**src/rtl/npn_sweep_pkg.sv**
```systemverilog
// rtl/npn_sweep_pkg.sv - shared constants, state type and helpers for the truth-table sweeper
//
// Purpose : sizes of the characterised cell (4 inputs, 16-entry truth table),
//           sweep FSM state encoding, settle-time upper bound, and a
//           lowest-set-bit helper used by the optional comparator.
// Ports   : none (package).
package npn_sweep_pkg;

  localparam int N_IN       = 4;
  localparam int TT_W       = 16;
  localparam int SETTLE_MAX = 15;

  typedef enum logic [1:0] {
    IDLE = 2'd0,
    RUN  = 2'd1,
    FIN  = 2'd2
  } state_t;

  // Index of the lowest set bit; 0 when no bit is set.
  function automatic logic [N_IN-1:0] lowest_set(input logic [TT_W-1:0] v);
    lowest_set = '0;
    for (int i = TT_W - 1; i >= 0; i--) begin
      if (v[i]) lowest_set = N_IN'(i);
    end
  endfunction

endpackage

```
**src/rtl/npn_settle_timer.sv**
```systemverilog
// rtl/npn_settle_timer.sv - 4-bit settle counter with clear and terminal count
//
// Purpose : counts cycles a minterm has been held; tc marks the sample cycle
//           and the counter wraps to zero on that same edge.
// Ports   : clk      in  clock, rising edge
//           rst      in  synchronous active-high reset
//           clr      in  synchronous clear (held while not sweeping)
//           en       in  count enable
//           tc       out high in the cycle whose closing edge samples dut_y
module npn_settle_timer #(
  parameter int unsigned TERMINAL = 0
) (
  input  logic clk,
  input  logic rst,
  input  logic clr,
  input  logic en,
  output logic tc
);

  logic [3:0] count;

  assign tc = en && (count == 4'(TERMINAL));

  always_ff @(posedge clk) begin
    if (rst || clr) begin
      count <= '0;
    end else if (tc) begin
      count <= '0;
    end else if (en) begin
      count <= count + 4'd1;
    end
  end

endmodule

```
**src/rtl/npn_tt_sweeper.sv**
```systemverilog
// rtl/npn_tt_sweeper.sv - sweeps a 4-input cell through all minterms and captures its truth table
//
// Purpose : on start, drives dut_x = 0..15, holding each value SETTLE_CYCLES
//           cycles and sampling dut_y into tt[dut_x] on the last edge of the
//           hold. done pulses for one cycle after a full sweep; abort returns
//           to idle keeping the partial table.
// Optional: macro NPN_TT_CHECK_EN adds expect_tt/match/mism_idx and the
//           comparator judged on the final sample edge.
// Ports   : clk, rst (sync active-high), start, abort, busy, done,
//           tt[15:0], dut_x[3:0], dut_y,
//           [NPN_TT_CHECK_EN] expect_tt[15:0], match, mism_idx[3:0]
module npn_tt_sweeper
  import npn_sweep_pkg::*;
#(
  parameter int unsigned SETTLE_CYCLES = 1
) (
  input  logic            clk,
  input  logic            rst,
  input  logic            start,
  input  logic            abort,
  output logic            busy,
  output logic            done,
  output logic [TT_W-1:0] tt,
  output logic [N_IN-1:0] dut_x,
  input  logic            dut_y
`ifdef NPN_TT_CHECK_EN
  ,
  input  logic [TT_W-1:0] expect_tt,
  output logic            match,
  output logic [N_IN-1:0] mism_idx
`endif
);

  // Out-of-range settle values are clamped into 1..SETTLE_MAX.
  localparam int unsigned S_EFF = (SETTLE_CYCLES < 1) ? 1 :
                                  (SETTLE_CYCLES > SETTLE_MAX) ? SETTLE_MAX : SETTLE_CYCLES;

  state_t state, state_nxt;
  logic   sample;
  logic   last;

  npn_settle_timer #(
    .TERMINAL(S_EFF - 1)
  ) u_timer (
    .clk(clk),
    .rst(rst),
    .clr(state != RUN),
    .en (state == RUN),
    .tc (sample)
  );

  assign last = sample && (&dut_x);

  always_ff @(posedge clk) begin
    if (rst) state <= IDLE;
    else     state <= state_nxt;
  end

  always_comb begin
    state_nxt = state;
    case (state)
      IDLE:    if (start) state_nxt = RUN;
      RUN: begin
        if (abort)     state_nxt = IDLE;
        else if (last) state_nxt = FIN;
      end
      FIN:     state_nxt = IDLE;
      default: state_nxt = IDLE;
    endcase
  end

  assign busy = (state == RUN);
  assign done = (state == FIN);

  // dut_x wraps 15 -> 0 naturally on the final sample.
  always_ff @(posedge clk) begin
    if (rst) begin
      tt    <= '0;
      dut_x <= '0;
    end else begin
      case (state)
        IDLE: begin
          if (start) begin
            tt    <= '0;
            dut_x <= '0;
          end
        end
        RUN: begin
          if (abort) begin
            dut_x <= '0;
          end else if (sample) begin
            tt[dut_x] <= dut_y;
            dut_x     <= dut_x + 1'b1;
          end
        end
        default: ;
      endcase
    end
  end

`ifdef NPN_TT_CHECK_EN
  // The last bit is still in flight on the final edge, so compare against
  // the table as it will be once bit 15 lands.
  logic [TT_W-1:0] tt_final;
  logic [TT_W-1:0] diff;

  assign tt_final = {dut_y, tt[TT_W-2:0]};
  assign diff     = tt_final ^ expect_tt;

  always_ff @(posedge clk) begin
    if (rst || (state == IDLE && start)) begin
      match    <= 1'b0;
      mism_idx <= '0;
    end else if (state == RUN && !abort && last) begin
      match    <= (diff == '0);
      mism_idx <= lowest_set(diff);
    end
  end
`endif

endmodule
```
**config.mk**
```make
export PLATFORM = sky130hd
export DESIGN_NAME = npn_tt_sweeper
export DESIGN_NICKNAME = d
export VERILOG_FILES = /design/src/rtl/npn_sweep_pkg.sv /design/src/rtl/npn_settle_timer.sv /design/src/rtl/npn_tt_sweeper.sv
export SDC_FILE = /design/constraint.sdc
export NUM_CORES = 1
export LEC_CHECK = 0
export CAP_MARGIN = 20
export CORE_AREA = 5 5 57 59
export DETAILED_ROUTE_END_ITERATION = 12
export DIE_AREA = 0 0 62 64
export GPL_TIMING_DRIVEN = 0
export PLACE_DENSITY_LB_ADDON = 0.2
export REMOVE_ABC_BUFFERS = 1
export SKIP_CTS_REPAIR_TIMING = 1
export SLEW_MARGIN = 20
export SYNTH_ARGS = -nofsm -noshare
export SYNTH_HDL_FRONTEND = slang
export SYNTH_SLANG_ARGS = --single-unit
```
**constraint.sdc**
```tcl
create_clock -name clk -period 2.1 [get_ports clk]
set_input_delay 0.42 -clock clk [delete_from_list [all_inputs] [get_ports clk]]
set_output_delay 0.42 -clock clk [all_outputs]
set_load 0.1 [all_outputs]
```
==> impl_results.md <==
* Outcome: completed
* Grt total ovfl at 0
* Post-Syn Area at around 0.0013 sq mm
* Overall routing resource usage at 0.181
* Via Count at 1267
* Psw at around 0.00023 W
* First-pass GRT wire length at 5620 microns
* Die X at 62 microns
* Slew Limit Fails at 0
* RSZ-0062 raised after global routing: no
* Initial Util at 0.486
* Post-Synthesis Cells at 152
* Ys flop type: dfxtp_1
* Placed Cells at 202
* Top cells by area, synth: dfxtp_1 40%, ha_1 5.8%, o21ai_0 5.4%
* Full die area at 0.00397 sq mm
* Sinks on the clock net at 26
* Drt pass-1 iters at 4
* Clock power share at 0.368
* Drt first-iter violations at 60
* Post-synth EDFFs at 0
* Worst-case reg-to-reg path depth at 6
* Slew HR at 0.335
* Root Buffer: clkbuf_4
* Pint at 0.000721 W
* Library cells used by synthesis at 36
* R2R setup slack at 0.31 ns
* Synth-to-layout area growth at 29.0%
* Final hold slack at around 0.49 ns
* Share of cells above drive strength 1 at 0.101
* Final hold violation count at 0
* Reg power frac at 0.524
* Yosys top cell by area: dfxtp_1
* Async S/R FF share, synth at 0
* Fin cells at around 210
* H-tree depth at 1
* Worst-path clk slew at 0.15 ns
* Grt met2 use at 0.297
* Yosys Warn Count at 0
* I/O pin cnt at 27
* Final Critical Period at 2.02 ns
* CP startpoint kind: register
* I/O Buffers at 26
* Largest net degree at the start of global routing at 19
* Most common cell in the netlist: dfxtp_1
* ANT nets after route at 0
* Row count at 19
* Register area share after synthesis at 0.402
* Core area at roughly 0.0027 sq mm
* #FFs+latches synth at 26
* Net Sw Frac at 0.244
* Detailed-placement wirelength estimate at 2400 microns
* DRT Wirelength at between 3000 and 4000 microns
* Synth top area share at 0.402
* Crit path max fanout at 16
* DRC Markers at 0
* Min-Delay Path Class: reg -> reg
* Vias in the first global route at between 1000 and 1500
* Antenna cells at 0
* NumNets Final at 190
* Busiest layer in global routing: met2
* Setup crit end kind: output pin
* Max cap viols at 0
* Via-to-Cell Ratio at 6.06
* Chip height at 64 microns
* Crit path from: state[1]
* Longest Clk Path Bufs at 2
* Critical Setup Path Class: reg -> out
* Initial antenna violation count at 0
* Tcrit/Tclk final at 0.960
* Reg2reg start: u_timer.count[0]
* Setup crit end: busy
* CTS tree: done
* Syn Area/Cell at 8.52 sq um
* WL per Instance at 16.3 microns
* Clk_skew at 0.00361 ns
* Worst Max-Slew Pin Slew at 0.996 ns
* WP data required at 1.68 ns
* Met1 Track Usage GR at 0.229
* GPL Wtd Cong at 0.830
* PwrDens at 571 mW/mm^2
* Max IR drop VDD at around 0.47 mV
* Critical Path AT at 1.60 ns
* Clk_lat worst skew at 0.33 ns
* Fmax at 496 MHz
* Final setup viols at 0
* TritonCTS Buffers at 3
* Commonest cells in the netlist: 26 x dfxtp_1, 14 x o21ai_0, 10 x a21oi_1, 10 x nand2_1
* FF-to-FF End: tt[15]
* Standby leakage power at 0.910 nW
* GRT met3 Usage at 0.0262
* Combinational share of power at 0.108
metal layers:
metal	wire length (microns)	vias to the layer above
met5	0	-
met4	78	0
met3	169	9
met2	1690	39
met1	1460	603
li1	-	616
registers in the layout, summed over array words and instances (netlist names):
name,flops
tt,16
dut_x,4
u_timer.count,4
state,2
layout by cell type, fill, tap and decap left out, types with 4 or more instances in the layout:
cell type / synthesis / final
nor2_1: 8 / 8
o211ai_1: 9 / 9
buf_4: 0 / 4
clkdlybuf4s50_1: 0 / 4
dfxtp_1: 26 / 26
ha_1: 6 / 6
nand3_1: 6 / 6
nand2b_1: 5 / 4
inv_1: 7 / 7
nand4_1: 4 / 4
nand2_1: 10 / 10
a21oi_1: 10 / 10
o21ai_0: 14 / 14
a31oi_1: 9 / 9
dlymetal6s2s_1: 0 / 18
cell families (layout without fill, tap and decap cells):
family / after synthesis / count (layout) / share of synthesized area
buf+inv: 16 / 42 / 0.0483
simple gates: 46 / 46 / 0.193
xor+xnor: 2 / 2 / 0.0135
fa+ha+maj: 6 / 6 / 0.0580
flops: 26 / 26 / 0.402
compound gates: 56 / 56 / 0.285
area by class of cell:
class                   count  area [sq um]
fillers                   234           992
well taps                  31          38.8
clock buffers               3          22.5
multi-input cells         110           714
repair buffers             29           310
inverters                   9          33.8
flip-flops and latches     26           520
clock inverters             1          30.0
power by group through the flow:
| stage | combinational, W | sequential [W] | clock, W |
|---|---|---|---|
| 6_report | 0.000103 | 0.000500 | 0.000351 |
| 5_1_grt | 0.000112 | 0.000501 | 0.000380 |
| 4_1_cts | 0.000102 | 0.000500 | 0.000357 |
| 3_5_place_dp | 0.000102 | 0.000511 | 0 |
| 3_3_place_gp | 0.0000990 | 0.000510 | 0 |
| 2_1_floorplan | 0.0000620 | 0.000519 | 0 |
stage by stage:
stage / TNS (ns) / setup WS, ns / cell area [sq um] / util / total power [W]
final: 0 / 0.0846 / 1670 / 0.627 / 0.000954
after floorplan: -0.180 / -0.136 / 1270 / - / 0.000581
after global placement: -0.722 / -0.469 / 1570 / 0.588 / 0.000609
after detailed placement: -0.961 / -0.510 / 1570 / 0.588 / 0.000612
after CTS: -5.51 / -0.890 / 1620 / 0.608 / 0.000959
after global routing: 0 / 0.0204 / 1670 / 0.627 / 0.000993
worst min path at each step:
| stage | startpoint | end | slack, ns | cells after the start |
|---|---|---|---|---|
| finish | tt[13] | tt[13] | 0.49 | 2 |
| global route | tt[12] | tt[12] | 0.51 | 2 |
| CTS | u_timer.count[0] | u_timer.count[0] | 0.49 | 1 |
| detailed placement | u_timer.count[0] | u_timer.count[0] | 0.46 | 1 |
| global placement | u_timer.count[0] | u_timer.count[0] | 0.45 | 1 |
| floorplan | u_timer.count[0] | u_timer.count[0] | 0.43 | 1 |
critical path: stages, from the launching register on:
cell and delay (ns):
dfxtp_1 0.37, nand2b_2 0.34, inv_2 0.23, buf_4 0.32
Power figures use the tool's default switching activity.
